===== src/rtl/ks_serial_addsub_pkg.sv =====
// Shared definitions for the nibble-serial Kogge-Stone adder/subtractor.
package ks_serial_addsub_pkg;

    // Width of one datapath slice
    localparam int NIBBLE_W = 4;

    // Operation select encoding
    localparam logic OP_ADD = 1'b0;
    localparam logic OP_SUB = 1'b1;

    // Control FSM state encoding
    typedef enum logic [1:0] {
        S_IDLE = 2'd0,
        S_RUN  = 2'd1,
        S_DONE = 2'd2
    } state_t;

    // Two's-complement overflow: operands agree in sign, result does not
    function automatic logic signed_ovf(input logic a_msb, input logic b_msb,
                                        input logic s_msb);
        return (a_msb == b_msb) && (s_msb != a_msb);
    endfunction

endpackage


===== src/rtl/kogge_stone_4bit.sv =====
// 4-bit Kogge-Stone adder with carry-in; the per-cycle slice of the serial unit.
module kogge_stone_4bit (
    input  logic [3:0] A,
    input  logic [3:0] B,
    input  logic       cin,
    output logic       cout,
    output logic [3:0] sum
);

    logic [3:0] p;
    logic [3:0] g0;
    logic [3:0] p0;
    logic [3:0] g1;
    logic [3:0] p1;
    logic [3:0] g2;

    // Two-level parallel prefix; cin is folded into bit 0 generate so that
    // every prefix term g2[i] is the carry out of bit i.
    always_comb begin
        p  = A ^ B;
        g0 = A & B;
        p0 = p;
        g0[0] = g0[0] | (p[0] & cin);

        g1 = g0;
        p1 = p0;
        for (int i = 1; i < 4; i++) begin
            g1[i] = g0[i] | (p0[i] & g0[i-1]);
            p1[i] = p0[i] & p0[i-1];
        end

        g2 = g1;
        for (int i = 2; i < 4; i++) begin
            g2[i] = g1[i] | (p1[i] & g1[i-2]);
        end
    end

    // Sum uses the carry into each bit position
    always_comb begin
        sum  = p ^ {g2[2:0], cin};
        cout = g2[3];
    end

endmodule


===== src/rtl/ks_serial_addsub.sv =====
// Multi-cycle two's-complement adder/subtractor: one nibble per clock, LSB
// first, through a single Kogge-Stone slice with a registered inter-nibble carry.
module ks_serial_addsub
    import ks_serial_addsub_pkg::*;
#(
    parameter  int unsigned NIBBLES = 4,
    localparam int unsigned W       = NIBBLE_W * NIBBLES
) (
    input  logic         clk,
    input  logic         rst,
    input  logic         start,
    input  logic         op,
    input  logic [W-1:0] a,
    input  logic [W-1:0] b,
    output logic         ready,
    output logic         done,
    output logic [W-1:0] result,
    output logic         cout,
    output logic         ovf
);

    localparam int unsigned CW = (NIBBLES > 1) ? $clog2(NIBBLES) : 1;

    state_t                state;
    logic [CW-1:0]         cnt;
    logic                  carry;
    logic [W-1:0]          a_q;
    logic [W-1:0]          b_q;

    logic [NIBBLE_W-1:0]   a_nib;
    logic [NIBBLE_W-1:0]   b_nib;
    logic [NIBBLE_W-1:0]   slice_sum;
    logic                  slice_cout;
    logic                  last;

    // Select the nibble pair addressed by the counter
    always_comb begin
        a_nib = a_q[NIBBLE_W*cnt +: NIBBLE_W];
        b_nib = b_q[NIBBLE_W*cnt +: NIBBLE_W];
        last  = (cnt == CW'(NIBBLES - 1));
    end

    kogge_stone_4bit u_slice (
        .A    (a_nib),
        .B    (b_nib),
        .cin  (carry),
        .cout (slice_cout),
        .sum  (slice_sum)
    );

    // Control FSM and datapath registers; all outputs are registered
    always_ff @(posedge clk or posedge rst) begin
        if (rst) begin
            state  <= S_IDLE;
            cnt    <= '0;
            carry  <= 1'b0;
            a_q    <= '0;
            b_q    <= '0;
            ready  <= 1'b1;
            done   <= 1'b0;
            result <= '0;
            cout   <= 1'b0;
            ovf    <= 1'b0;
        end else begin
            case (state)
                S_IDLE: begin
                    if (start) begin
                        a_q   <= a;
                        // Subtract as a + ~b + 1: invert here, +1 via carry-in
                        b_q   <= b ^ {W{op}};
                        carry <= op;
                        cnt   <= '0;
                        ready <= 1'b0;
                        state <= S_RUN;
                    end
                end
                S_RUN: begin
                    result[NIBBLE_W*cnt +: NIBBLE_W] <= slice_sum;
                    carry <= slice_cout;
                    cnt   <= cnt + CW'(1);
                    if (last) begin
                        cout  <= slice_cout;
                        ovf   <= signed_ovf(a_q[W-1], b_q[W-1], slice_sum[NIBBLE_W-1]);
                        done  <= 1'b1;
                        state <= S_DONE;
                    end
                end
                S_DONE: begin
                    done  <= 1'b0;
                    ready <= 1'b1;
                    state <= S_IDLE;
                end
                default: begin
                    done  <= 1'b0;
                    ready <= 1'b1;
                    state <= S_IDLE;
                end
            endcase
        end
    end

endmodule

===== config.mk =====
export PLATFORM = sky130hd
export DESIGN_NAME = ks_serial_addsub
export DESIGN_NICKNAME = d
export VERILOG_FILES = /design/src/rtl/ks_serial_addsub_pkg.sv /design/src/rtl/kogge_stone_4bit.sv /design/src/rtl/ks_serial_addsub.sv
export SDC_FILE = /design/constraint.sdc
export NUM_CORES = 1
export LEC_CHECK = 0
export CAP_MARGIN = 20
export CORE_MARGIN = 2
export CORE_UTILIZATION = 40
export CTS_CLUSTER_SIZE = 12
export DETAILED_ROUTE_END_ITERATION = 8
export SLEW_MARGIN = 20
export SYNTH_ARGS = -nofsm -noshare
export SYNTH_HDL_FRONTEND = slang
export SYNTH_SLANG_ARGS = --single-unit

===== constraint.sdc =====
create_clock -name clk -period 4.79 [get_ports clk]
set_input_delay 0.958 -clock clk [delete_from_list [all_inputs] [get_ports clk]]
set_output_delay 0.958 -clock clk [all_outputs]
set_load 0.005 [all_outputs]

==> Yosys cells after proc, flatten, opt, wreduce, memory -nomap -nowiden <==
Cells that the tools add are included.
{ "word_totals": {"ff_bits": 57, "input_bits": 36, "output_inout_bits": 20, "elab_cells": 63} }
{ "op_classes": {"addsub": 2, "muxes": 12, "n_bitwise": 20, "n_eq_ne": 6, "reduce_logical": 9, "shift": 4} }
{ "op_table": {"columns": ["op", "n"], "rows": [
  ["negator 4 -> 34 bit", 1],
  ["variable shift 4 x 34 -> 16 bit (first input constant)", 1],
  ["variable part select 4 x 34 -> 16 bit", 1],
  ["variable part select 16 x 5 -> 4 bit", 2],
  ["bitwise mux 16 bit", 1],
  ["bitwise XOR 16 bit", 1],
  ["AND reduction 2 bit", 6],
  ["bitwise AND 1 bit", 8],
  ["case mux 2 bit (2 select lines)", 2],
  ["bitwise XOR 4 bit", 2],
  ["two-way mux 2 bit", 3],
  ["OR 1 bit", 6],
  ["case mux 1 bit (2 select lines)", 3],
  ["bitwise AND 4 bit", 1],
  ["inequality test 2 bit (second input constant)", 2],
  ["two-way mux 1 bit", 3],
  ["adder 2 x 1 -> 2 bit (second input constant)", 1],
  ["equality test 2 x 1 -> 1 bit (second input constant)", 1],
  ["equality test 2 bit (second input constant)", 1],
  ["zero test 2 bit", 1],
  ["inverter 1 bit", 2],
  ["nonzero test 2 bit", 1],
  ["equality test 1 bit", 1],
  ["logical AND 1 bit", 1],
  ["inequality test 1 bit", 1]
]} }

==> Logic depth before layout (Yosys ltp) <==
Gate-level depths: netlist (run 1).
{ "depth": {"ltp_word": 9, "mapped_depth": 8, "depth_no_buf": 7} }

==> Cells and area by module <==
From an unflattened synthesis (run 1), not the netlist that was laid out.
{ "hier_totals": {"cells_unflattened": 228, "area_unflattened_um2": 2812.7} }
{ "modules_own_cells": {"columns": ["mod", "seq_area_each_um2", "cells_per_inst", "n_inst", "area_per_inst_um2"], "rows": [
  ["ks_serial_addsub", 1427.6, 217, 1, 2686.3],
  ["kogge_stone_4bit", 0.0, 11, 1, 126.4]
]} }

==> Worst setup path after synthesis (run 1) <==
No wires, ideal clock.
{ "synth_timing": {"path_type": "reg2reg", "from": "reg cnt[0]", "to": "reg carry", "path_slack_ns": 2.037, "synth_period_minus_slack_ns": 2.753, "arrival_time_ns": 2.627, "required_time_ns": 4.664, "stages_incl_launch_ff": 9, "path_buffers": 1, "setup_time_ns": 0.126, "cell_sequence": "dfrtp_1 -> buf_2 -> mux4_2 -> fa_1 -> fa_1 -> a21o_1 -> a21oi_1 -> nor2_1 -> a221o_1"} }
{ "synth_between": {"elab_chain_cells": 9, "elab_cells_between_ends": 14, "cone_classes": "2 x shift; 1 x mux; 11 x bitwise"} }
{ "synth_lines": {"columns": ["element", "line_no", "text"], "rows": [
  ["start: declaration", "ks_serial_addsub.sv:25", "logic [CW-1:0] cnt;"],
  ["start signal: assignment", "ks_serial_addsub.sv:80", "cnt <= cnt + CW'(1);"],
  ["variable part select 16 x 5 -> 4 bit, on equally long branches", "ks_serial_addsub.sv:38, ks_serial_addsub.sv:39", null],
  ["bitwise XOR 4 bit", "kogge_stone_4bit.sv:20", "p = A ^ B;"],
  ["bitwise AND 1 bit", "kogge_stone_4bit.sv:23", "g0[0] = g0[0] | (p[0] & cin);"],
  ["OR 1 bit", "kogge_stone_4bit.sv:23", null],
  ["bitwise AND 1 bit", "kogge_stone_4bit.sv:28", "g1[i] = g0[i] | (p0[i] & g0[i-1]);"],
  ["OR 1 bit", "kogge_stone_4bit.sv:28", null],
  ["bitwise AND 1 bit", "kogge_stone_4bit.sv:34", "g2[i] = g1[i] | (p1[i] & g1[i-2]);"],
  ["OR 1 bit *", "kogge_stone_4bit.sv:34", null],
  ["case mux 1 bit (2 select lines) *", "ks_serial_addsub.sv:65", "case (state)"],
  ["end signal: assignment", "ks_serial_addsub.sv:71", "carry <= op;"],
  ["end signal: assignment", "ks_serial_addsub.sv:79", "carry <= slice_cout;"],
  ["end: declaration", "ks_serial_addsub.sv:26", "logic carry;"]
]} }
Mark *: on every way between the ends. The rest lies on a longest branch, timed or not.
A chain may end at the register's enable or synchronous reset.

==> Worst setup path after layout (run 1) <==
Ends and elaborated chain as after synthesis.

==> results of run 1 <==
power by group:
group | internal (mW) | leakage [nW] | total (mW) | switching [mW]
Clock | 0.213 | 0.0932 | 0.397 | 0.183
Sequential | 0.691 | 0.691 | 0.859 | 0.168
Combinational | 0.623 | 0.698 | 1.25 | 0.631
Total | 1.53 | 1.48 | 2.51 | 0.983
critical path: cells and delay by family, from the launching register on:
family | cells | cell delay [ns]
fa+ha+maj | 2 | 0.84
flops | 1 | 0.81
compound gates | 3 | 0.63
mux | 1 | 0.62
simple gates | 1 | 0.06
registers in the layout (all words and copies together) (netlist names):
name    cells
a_q        16
b_q        16
result     16
cnt         2
state       2
carry       1
cout        1
done        1
ovf         1
ready       1
per-layer routing:
layer  vias up  GRT usage, %  routed length [µm]  part of all wire (%)
met5         -             0                   0                     0
met4         0         6.392                  58                   1.1
met2        55         23.32                2448                    47
met1       878         20.99                2487                    47
met3         5         4.762                 265                   5.0
li1        877             -                   -                     -
layout by cell type, fill, tap and decap left out, types with 3 or more instances in the layout:
| master | Yosys | routed |
|---|---|---|
| a22o_1 | 16 | 16 |
| nor2_1 | 20 | 20 |
| mux2_2 | 17 | 17 |
| xnor2_1 | 17 | 17 |
| clkinv_2 | 0 | 3 |
| dfrtp_1 | 56 | 56 |
| nand2_1 | 9 | 9 |
| ha_1 | 9 | 9 |
| clkbuf_8 | 0 | 11 |
| inv_1 | 6 | 5 |
| clkdlybuf4s50_1 | 0 | 55 |
| a21oi_1 | 17 | 17 |
| mux4_2 | 8 | 8 |
final cells by class:
| cell class | count | area share (%) |
|---|---|---|
| Multi-Input combinational cell | 141 | 34.84 |
| Tap cell | 80 | 2.824 |
| Clock inverter | 3 | 0.4236 |
| Clock buffer | 13 | 4.483 |
| Sequential cell | 57 | 40.28 |
| Inverter | 6 | 0.6354 |
| Timing Repair Buffer | 57 | 16.52 |
kinds of logic (layout without fill, tap and decap cells):
kind of cell / count (synthesis) / in the layout
adders and majority gates: 11 / 11
buffers and inverters: 15 / 79
and+or+nand+nor: 43 / 43
AOI/OAI and AO/OA: 44 / 44
xor gates and xnor gates: 18 / 18
DFF: 57 / 57
muxes: 25 / 25
through the flow:
stage | hold slack (ns) | total power [mW]
floorplan | 0.4713 | 1.713
global placement | 0.4870 | 2.090
detailed placement | 0.4906 | 2.117
CTS | 0.5057 | 2.522
global route | 0.5155 | 2.713
finish | 0.5050 | 2.510
final timing paths:
check / from / end / slack, ns / depth (start not counted)
max in group asynchronous: rst / b_q[2] / 2.92 / 3
worst min register to register: a_q[4] / a_q[4] / 0.51 / 1
worst min-delay path: a_q[4] / a_q[4] / 0.51 / 1
min in group asynchronous: rst / done / 1.09 / 2
worst max-delay path: cnt[0] / carry / 1.70 / 7
worst max register to register: cnt[0] / carry / 1.70 / 7
==> Implementation_results.wiki, run 1 <==
{| class="wikitable"
! Metric !! Value
|-
| Result of the run || finished, final reports clean
|-
| HPWL after detailed placement || ~3600 µm
|-
| Setup fix buffers added after clock tree synthesis || 0
|-
| Slowest library cell on the worst path || dfrtp_1
|-
| Routed length per instance || 14.73 µm
|-
| Remaining number of nets flagged by the antenna check after routing || 0
|-
| Count of inserted antenna diode cells || 0
|-
| Post-cts resize count || 0
|-
| CTS tree || yes
|-
| Drt drc || 0
|-
| Transition time at the pin with the least slew margin || 0.9506 ns
|-
| Least setup slack across all paths after layout || between 1.5 and 2 ns
|-
| Largest incremental delay on the critical path || just over 0.8 ns
|-
| Floorplan Core Area || about 0.0067 mm²
|-
| Arrival time at the worst endpoint || around 3.3 ns
|-
| Post-Route Skew || 0.008013 ns
|-
| Antenna violations before repair || 0
|-
| Largest fanout of any net on the critical path || 14
|-
| Sum Neg Setup Slack || 0 ns
|-
| Worst relative slew slack || 36.43%
|-
| Sequential standard cell area || 0.001428 mm²
|-
| Fill cell instance count of the final layout || between 600 and 700
|-
| Primary flip-flop cell chosen by synthesis mapping || dfrtp_1
|-
| Clock Tree Root || clkbuf_8
|-
| CTS max path bufs || 2
|-
| Wirelength, routed || 5260 µm
|-
| Die outline area || between 0.007 and 0.008 mm²
|-
| Top cells by area, synth || dfrtp_1 51%, mux2_2 7.0%, mux4_2 6.6%, xnor2_1 5.4%, a22o_1 5.1%
|-
| Vias in the first global route || ~1800
|-
| Post-Synth XOR/XNOR Area || 5.751%
|-
| Min Tclk post-route || between 3 and 4 ns
|-
| Largest family of logic cells by synthesized area || multiplexers
|-
| Number of buffers added by the clock tree synthesis step || 9
|-
| Post-route cell area || 0.003545 mm²
|-
| Overall track demand over capacity in global routing || between 10% and 20%
|-
| Number of register bits inferred by synthesis || 57
|-
| Most frequent cell after synthesis || dfrtp_1
|-
| Remaining Overflow, GRT || 0
|-
| Net Count, Synth || 260
|-
| Critical Setup Path Class || register to register
|-
| Number of DRC markers in iteration 0 || 98
|-
| Fraction of the mapped netlist area in simple logic gates || 8.991%
|-
| Synthesis-to-finish area growth || 29.30%
|-
| Non-filler instance count after layout || about 360
|-
| Placer congestion estimate || between 0.7 and 0.8
|-
| Slew Limit Fails || 0
|-
| Crit path capture type || register
|-
| Clock-pin slew on the worst setup and hold paths || 0.06 ns
|-
| Inst Count DP || 340
|-
| Cell Area, Placed || roughly 0.0033 mm²
|-
| Netlist cell types || 36
|-
| Syn Inst Count || between 200 and 250
|-
| Number of detailed-routing iterations run before antenna repair || 4
|-
| Leading area contributor after synthesis || dfrtp_1
|-
| Share of the clock period used by the worst path || 64.55%
|-
| Required time of the worst setup path || 5.01 ns
|-
| Die span in x || 86.79 µm
|-
| Hold violation count in the final report || 0
|-
| Area occupied by multi-input gates || 0.001235 mm²
|-
| Element type at the critical path start || register
|-
| Sequence of cells on the critical path || mux4_2, fa_1, fa_1, a21o_1, a21oi_1, nor2_1, a221o_1
|-
| Cell leakage power || around 1.5 nW
|-
| Fraction of layout cells with a size suffix above 1 || roughly a fifth
|-
| Peak Freq || between 0.3 and 0.4 GHz
|-
| Share of flip-flops with an asynchronous set or reset || 100.0%
|-
| Portion of synthesized cell area occupied by the leading cell type || 51.12%
|-
| Post-CTS Hold Buffers || 0
|-
| Adder and majority cell fraction of the synthesized area || 5.568%
|-
| H-Tree Level Count || 3
|-
| Number of max-cap violations || 0
|-
| # port buffers || 55
|-
| Number of flops mapped to enable cells by yosys || 0
|-
| Final nets || 319
|-
| Mux cell area share after synthesis || between 10% and 20%
|-
| Core Rows || 30
|-
| Pwr/cell area || approximately 710 mW/mm²
|-
| Leading cell types by count after synthesis || 56 x dfrtp_1, 20 x nor2_1, 17 x a21oi_1, 17 x mux2_2, 17 x xnor2_1
|-
| Clock latency at the later pin of the worst-skew pair || 0.34 ns
|-
| Cell seen most often among critical-path stages || fa_1
|-
| Util after Layout || between 50% and 60%
|-
| Via density per instance || roughly 5.1
|-
| Vias || 1815
|-
| # setup viols final || 0
|-
| Y dimension of the die || 86.79 µm
|-
| Worst slack at placement || 1.698 ns
|-
| Number of clock sinks || 57
|-
| Largest net degree at the start of global routing || 52
|-
| Wire length of the first global-routing pass || between 8000 and 9000 µm
|-
| RSZ-0062 raised after global routing || false
|-
| Count of yosys warnings during synthesis || 0
|-
| Portion of the post-synthesis area used by sequential elements || 52.08%
|-
| Peak supply drop || 0.4028 mV
|-
| Mean instance size in the synthesized netlist || approximately 13 µm²
|-
| Synth Area in Compound Gates || 11.18%
|-
| Starting density of the core || 40.80%
|-
| Hold Path Class || register to register
|-
| I/O pins || 56
|-
| Post-synth design cell area || 0.002741 mm²
|}
(Power assumes the default switching activity.)
==> inputs of run 2 (changes only) <==
==> constraint.sdc (replaced) <==
create_clock -name clk -period 3.1 [get_ports clk]
set_input_delay 0.62 -clock clk [delete_from_list [all_inputs] [get_ports clk]]
set_output_delay 0.62 -clock clk [all_outputs]
set_load 0.005 [all_outputs]
==> run 2 against run 1 <==
Critical path depth is the same. Global-route usage grew 0.59 points. Core utilization grew 0.73 points. First-iteration DRC count shrank 23%. Via count shrank 0.66%. Register-to-register slack lost 1.2 ns. Hold slack lost 0.020 ns. Power grew 59%. Die area is the same.
==> Implementation_results.wiki, run 2 (same netlist as run 1, synthesis figures left out) <==
{| class="wikitable"
! Metric !! Value
|-
| Die outline area || 0.007532 mm² (unchanged)
|-
| Setup fix buffers added after clock tree synthesis || 0 (unchanged)
|-
| I/O pins || 56 (unchanged)
|-
| Pwr/cell area || 1114 mW/mm² (+57%)
|-
| Floorplan Core Area || 0.006719 mm² (unchanged)
|-
| Routed length per instance || 14.85 µm (+0.81%)
|-
| Cell seen most often among critical-path stages || fa_1
|-
| Slew Limit Fails || 0 (unchanged)
|-
| Count of inserted antenna diode cells || 0 (unchanged)
|-
| Worst relative slew slack || 37.41% (+0.98 points)
|-
| Number of clock sinks || 57 (unchanged)
|-
| Top flop regs || a_q: 16 flops, b_q: 16 flops, result: 16 flops
|-
| Vias in the first global route || 1835 (+1.8%)
|-
| Min Tclk post-route || 2.559 ns (-0.5330 ns)
|-
| H-Tree Level Count || 3 (unchanged)
|-
| CTS max path bufs || 2 (unchanged)
|-
| Vias || 1803 (-0.66%)
|-
| Required time of the worst setup path || 3.33 ns (-1.68 ns)
|-
| Peak Freq || 0.3908 GHz (+21%)
|-
| Largest fanout of any net on the critical path || 3 (-11)
|-
| Clock-pin slew on the worst setup and hold paths || 0.06 ns (about the same)
|-
| Via density per instance || 5.008 (-1.5%)
|-
| Die span in x || 86.79 µm (unchanged)
|-
| Critical Setup Path Class || register to register
|-
| Result of the run || finished, final reports clean
|-
| Most frequent standard cell in the layout excluding fill and tap cells || dfrtp_1
|-
| Peak supply drop || 0.5024 mV (+25%)
|-
| Remaining Overflow, GRT || 0 (unchanged)
|-
| # setup viols final || 0 (unchanged)
|-
| Element type at the critical path start || register
|-
| Y dimension of the die || 86.79 µm (unchanged)
|-
| Antenna violations before repair || 0 (unchanged)
|-
| Most frequent cells in the layout || 56 x dfrtp_1, 55 x clkdlybuf4s50_1, 20 x nor2_1
|-
| Final nets || 322 (+0.94%)
|-
| Number of DRC markers in iteration 0 || 75 (-23%)
|-
| Largest incremental delay on the critical path || 0.53 ns (-0.28 ns)
|-
| Drt drc || 0 (unchanged)
|-
| Slowest library cell on the worst path || mux4_2
|-
| Wire length of the first global-routing pass || 8970 µm (+1.9%)
|-
| Overall track demand over capacity in global routing || 16.13% (+0.59 points)
|-
| Largest net degree at the start of global routing || 58 (+12%)
|-
| Sequence of cells on the critical path || mux4_2, fa_1, fa_1, a21o_1, a21oi_1, nor2_1, a221o_1
|-
| Placer congestion estimate || 0.8209 (+12%)
|-
| Family with the most delay on the worst path || adder cells
|-
| Sum Neg Setup Slack || 0 ns (unchanged)
|-
| Synthesis-to-finish area growth || 31.08%
|-
| Wirelength, routed || 5347 µm (+1.7%)
|-
| CTS tree || yes
|-
| Share of the clock period used by the worst path || 82.55% (+18 points)
|-
| # port buffers || 55 (unchanged)
|-
| Number of max-cap violations || 0 (unchanged)
|-
| Fill cell instance count of the final layout || 590 (-2.0%)
|-
| Cell leakage power || 1.507 nW (+1.7%)
|-
| Fraction of layout cells with a size suffix above 1 || 20.36% (+0.86 points)
|-
| Hold violation count in the final report || 0 (unchanged)
|-
| Hold WS || 0.4854 ns (-0.01957 ns)
|-
| RSZ-0062 raised after global routing || false
|-
| Post-cts resize count || 0 (unchanged)
|-
| Post-CTS Hold Buffers || 0 (unchanged)
|-
| Clock Tree Root || clkbuf_8
|-
| Number of detailed-routing iterations run before antenna repair || 4 (unchanged)
|-
| Hold Path Class || register to register
|-
| Buffers and inverters on the worst path || 0 (unchanged)
|-
| Number of buffers added by the clock tree synthesis step || 9 (unchanged)
|-
| Post-Route Skew || 0.008438 ns (+0.0004249 ns)
|-
| Core Rows || 30 (unchanged)
|-
| HPWL after detailed placement || 3767 µm (+4.8%)
|-
| Crit path capture type || register
|-
| Remaining number of nets flagged by the antenna check after routing || 0 (unchanged)
|-
| Transition time at the pin with the least slew margin || 0.9359 ns (-0.01463 ns)
|-
| Arrival time at the worst endpoint || 2.79 ns (-0.52 ns)
|-
| Starting density of the core || 40.80% (unchanged)
|-
| Clock latency at the later pin of the worst-skew pair || 0.35 ns (about the same)
|}
## run 2: cell types whose count changed in the layout (fill, tap and decap cells not counted), sizes merged
cell,change
buf,+3
clkinv,-2
bufinv,+1
clkbuf,+1
## run 2: per-layer routing
layer  share of wire, %  track usage [%]  vias up
met4                2.2            8.523        0
met5                  0                0        -
met3                4.1            4.381       11
met1                 47            21.11      855
met2                 46            24.43       52
li1                   -                -      885
## run 2: worst reg2reg max path, cell delays in order, from the launching register on
cell and delay, ns:
dfrtp_1 0.39, mux4_2 0.53, fa_1 0.42, fa_1 0.43, a21o_1 0.20, a21oi_1 0.17
nor2_1 0.06, a221o_1 0.25
## run 2: per-stage QoR
step                worst slack [ns]  instances  utilization (%)  total power [mW]  area (µm²)
floorplan                     0.3468        213                -             2.647        2741
global route                  0.3790        360            53.48             4.325        3593
finish                        0.5410        360            53.48             4.004        3593
detailed placement            0.5270        344            50.39             3.329        3386
global placement              0.5776        344            50.39             3.286        3386
CTS                           0.5252        360            53.48             4.075        3593
## run 2: layout make-up
| cell class | count | area, µm² | share of cell area (%) |
|---|---|---|---|
| multi-input cells | 141 | 1235 | 34.37 |
| inverters | 6 | 22.52 | 0.6267 |
| clock inverters | 2 | 35.03 | 0.9749 |
| repair buffers | 60 | 600.6 | 16.71 |
| clock buffers | 14 | 172.7 | 4.805 |
| well taps | 80 | 100.1 | 2.786 |
| flip-flops and latches | 57 | 1428 | 39.73 |
## run 2: power breakdown
group          internal, mW  leakage, nW  total (mW)  switching, mW
clock                 0.436        0.107       0.726          0.290
sequential             1.07        0.691        1.28          0.208
combinational         0.979        0.709        2.00           1.02
total                  2.48         1.51        4.00           1.52
## run 2: worst paths after layout
kind	start	endpoint	slack (ns)	depth (start not counted)
setup reg to reg	cnt[0]	carry	0.54	7
max in group asynchronous	rst	a_q[15]	1.81	3
hold reg to reg	ovf	ovf	0.49	2
setup / recovery	cnt[0]	carry	0.54	7
hold / removal	ovf	ovf	0.49	2
min in group asynchronous	rst	done	0.78	3
==> inputs of run 3 (changes only) <==
--- a/config.mk
+++ b/config.mk
@@ -10,6 +10,7 @@
 export CORE_UTILIZATION = 40
 export CTS_CLUSTER_SIZE = 12
 export DETAILED_ROUTE_END_ITERATION = 8
+export PLACE_DENSITY = 0.67
 export SLEW_MARGIN = 20
 export SYNTH_ARGS = -nofsm -noshare
 export SYNTH_HDL_FRONTEND = slang
==> constraint.sdc (replaced) <==
create_clock -name clk -period 2.3 [get_ports clk]
set_input_delay 0.46 -clock clk [delete_from_list [all_inputs] [get_ports clk]]
set_output_delay 0.46 -clock clk [all_outputs]
set_load 0.005 [all_outputs]
==> run 3 against run 2 <==
The flow now finishes with violations (negative setup slack). Core utilization increased by 2.7 points. Setup slack got worse by 0.65 ns. Clock power increased by 58%. Die area unchanged. Global-route usage increased by 0.40 points. First-iteration DRC count increased by 21%. Non-clock buffer count increased by 8. Combinational power increased by 64%. Flip-flop and latch count unchanged. Critical path type unchanged. Largest cell class unchanged. Largest power group unchanged.
==> Implementation_results.wiki, run 3 (same netlist as run 1, synthesis figures left out) <==
{| class="wikitable"
! Metric !! Value
|-
| Synthesis-to-finish area growth || 37.61%
|-
| Core Rows || 30 (unchanged)
|-
| Most frequent standard cell in the layout excluding fill and tap cells || dfrtp_1
|-
| H-Tree Level Count || 3 (unchanged)
|-
| Number of DRC markers in iteration 0 || 91 (+21%)
|-
| Post-route cell area || 0.003772 mm² (+5.0%)
|-
| # port buffers || 55 (unchanged)
|-
| Drt drc || 0 (unchanged)
|-
| Pwr/cell area || 1621 mW/mm² (+46%)
|-
| Vias in the first global route || 1964 (+7.0%)
|-
| CTS max path bufs || 2 (unchanged)
|-
| Hold violation count in the final report || 0 (unchanged)
|-
| Remaining Overflow, GRT || 0 (unchanged)
|-
| Critical Setup Path Class || register to register
|-
| Worst relative slew slack || 64.47% (+27 points)
|-
| Number of clock sinks || 57 (unchanged)
|-
| Most frequent cells in the layout || 56 x dfrtp_1, 55 x clkdlybuf4s50_1, 20 x nor2_1
|-
| Vias || 1852 (+2.7%)
|-
| Slowest library cell on the worst path || mux4_2
|-
| Fill cell instance count of the final layout || 550 (-6.8%)
|-
| Clock-pin slew on the worst setup and hold paths || 0.07 ns (about the same)
|-
| Starting density of the core || 40.80% (unchanged)
|-
| Count of inserted antenna diode cells || 0 (unchanged)
|-
| Number of detailed-routing iterations run before antenna repair || 4 (unchanged)
|-
| Number of max-cap violations || 0 (unchanged)
|-
| Least setup slack across all paths after layout || -0.1047 ns (-0.6457 ns)
|-
| Setup fix buffers added after clock tree synthesis || 0 (unchanged)
|-
| Family with the most delay on the worst path || adder cells
|-
| Largest fanout of any net on the critical path || 2 (-1)
|-
| Clock Tree Root || clkbuf_8
|-
| Top flop regs || a_q: 16 flops, b_q: 16 flops, result: 16 flops
|-
| Arrival time at the worst endpoint || 2.63 ns (-0.16 ns)
|-
| I/O pins || 56 (unchanged)
|-
| Largest net degree at the start of global routing || 52 (-10%)
|-
| Largest incremental delay on the critical path || 0.54 ns (about the same)
|-
| Wirelength, routed || 5392 µm (+0.84%)
|-
| Violated checks || negative setup slack
|-
| Die span in x || 86.79 µm (unchanged)
|-
| Overall track demand over capacity in global routing || 16.53% (+0.40 points)
|-
| Required time of the worst setup path || 2.52 ns (-0.81 ns)
|-
| CTS tree || yes
|-
| Placer congestion estimate || 0.8221 (+0.15%)
|-
| RSZ-0062 raised after global routing || true
|-
| Buffers and inverters on the worst path || 0 (unchanged)
|-
| Transition time at the pin with the least slew margin || 0.5321 ns (-0.4038 ns)
|-
| Result of the run || complete, but fails checks
|-
| Number of buffers added by the clock tree synthesis step || 9 (unchanged)
|-
| Wire length of the first global-routing pass || 9377 µm (+4.5%)
|-
| Post-CTS Hold Buffers || 0 (unchanged)
|-
| Antenna violations before repair || 0 (unchanged)
|-
| Fraction of layout cells with a size suffix above 1 || 25.35% (+5.0 points)
|-
| Die outline area || 0.007532 mm² (unchanged)
|-
| Sequence of cells on the critical path || mux4_2, fa_2, fa_2, a21o_1, a21oi_2, nor2_1, a221o_1
|-
| Min Tclk post-route || 2.405 ns (-0.1543 ns)
|-
| Util after Layout || 56.15% (+2.7 points)
|-
| Clock latency at the later pin of the worst-skew pair || 0.34 ns (about the same)
|-
| Slew Limit Fails || 0 (unchanged)
|-
| Y dimension of the die || 86.79 µm (unchanged)
|-
| Floorplan Core Area || 0.006719 mm² (unchanged)
|-
| Via density per instance || 5.033 (+0.48%)
|-
| Cell seen most often among critical-path stages || fa_2
|-
| Cell leakage power || 1.584 nW (+5.1%)
|-
| Routed length per instance || 14.65 µm (-1.4%)
|-
| Share of the clock period used by the worst path || 104.6% (+22 points)
|-
| Remaining number of nets flagged by the antenna check after routing || 0 (unchanged)
|-
| Post-Route Skew || 0.008807 ns (+0.0003694 ns)
|-
| Crit path capture type || register
|-
| Cell Area, Placed || 0.003480 mm² (+2.8%)
|-
| Hold Path Class || register to register
|-
| # setup viols final || 2 (+2)
|-
| Peak supply drop || 0.9372 mV (+87%)
|-
| Element type at the critical path start || register
|-
| Final nets || 330 (+2.5%)
|-
| HPWL after detailed placement || 3905 µm (+3.7%)
|-
| Peak Freq || 0.4158 GHz (+6.4%)
|}
## run 3: changes by cell type in the layout (fill, tap and decap cells not counted), moves of 2 or more
cell | previous run | this run
buf_4 | 4 | 9
buf_12 | 1 | 3
clkinv_2 | 1 | 3
clkbuf_1 | 2 | 0
clkbuf_8 | 12 | 10
fa_1 | 2 | 0
fa_2 | 0 | 2
bufinv_16 | 1 | 3
## run 3: worst register-to-register path: stages (launching register included)
cell and delay (ns):
dfrtp_1 0.39, mux4_2 0.54, fa_2 0.39, fa_2 0.35
a21o_1 0.19, a21oi_2 0.13, nor2_1 0.05, a221o_1 0.25
## run 3: stage by stage
step,hold WS [ns],setup slack [ns],TNS (ns),total power [mW],cells
global placement,0.4867,-0.05474,-0.3154,4.634,352
finish,0.4887,-0.1047,-0.1072,6.117,368
detailed placement,0.4828,-0.1053,-0.6411,4.696,352
floorplan,0.4713,-0.2266,-0.2518,3.650,213
CTS,0.4970,-0.1043,-0.1553,6.120,368
global route,0.5234,-0.1930,-0.5671,6.558,368
## run 3: report_power, final
group / total, mW / internal, mW / switching (mW) / leakage [nW]
sequential: 1.69 / 1.44 / 0.253 / 0.691
combinational: 3.28 / 1.70 / 1.57 / 0.768
clock: 1.15 / 0.743 / 0.403 / 0.126
total: 6.12 / 3.89 / 2.23 / 1.58
## run 3: layout make-up
cell class | instances | area, µm² | area share, %
clock buffers | 10 | 137.6 | 3.648
clock inverters | 6 | 105.1 | 2.786
inverters | 6 | 22.52 | 0.5970
multi-input cells | 141 | 1290 | 34.20
flip-flops and latches | 57 | 1428 | 37.84
well taps | 80 | 100.1 | 2.653
repair buffers | 68 | 689.4 | 18.28
## run 3: worst paths after layout
| check | from | end | slack [ns] | cells past startpoint |
|---|---|---|---|---|
| max reg2reg | cnt[0] | carry | -0.10 | 7 |
| min reg2reg | ovf | ovf | 0.49 | 2 |
| min in group asynchronous | rst | state[1] | 0.50 | 2 |
| min | ovf | ovf | 0.49 | 2 |
| max | cnt[0] | carry | -0.10 | 7 |
| max in group asynchronous | rst | ready | 1.25 | 3 |
## run 3: timing repair
| item | in CTS | in global routing |
|---|---|---|
| pin swaps | 0 | 6 |
| endpoints found under the setup margin | 10 | 10 |
| resized for setup | 5 | 2 |
## run 3: metal layers
metal / vias to the layer above / track usage, % / share of wire, %
met5: - / 0 / 0
met4: 0 / 6.392 / 1.9
met3: 8 / 5.619 / 5.2
met2: 54 / 25.19 / 46
met1: 893 / 21.80 / 47
li1: 897 / - / -
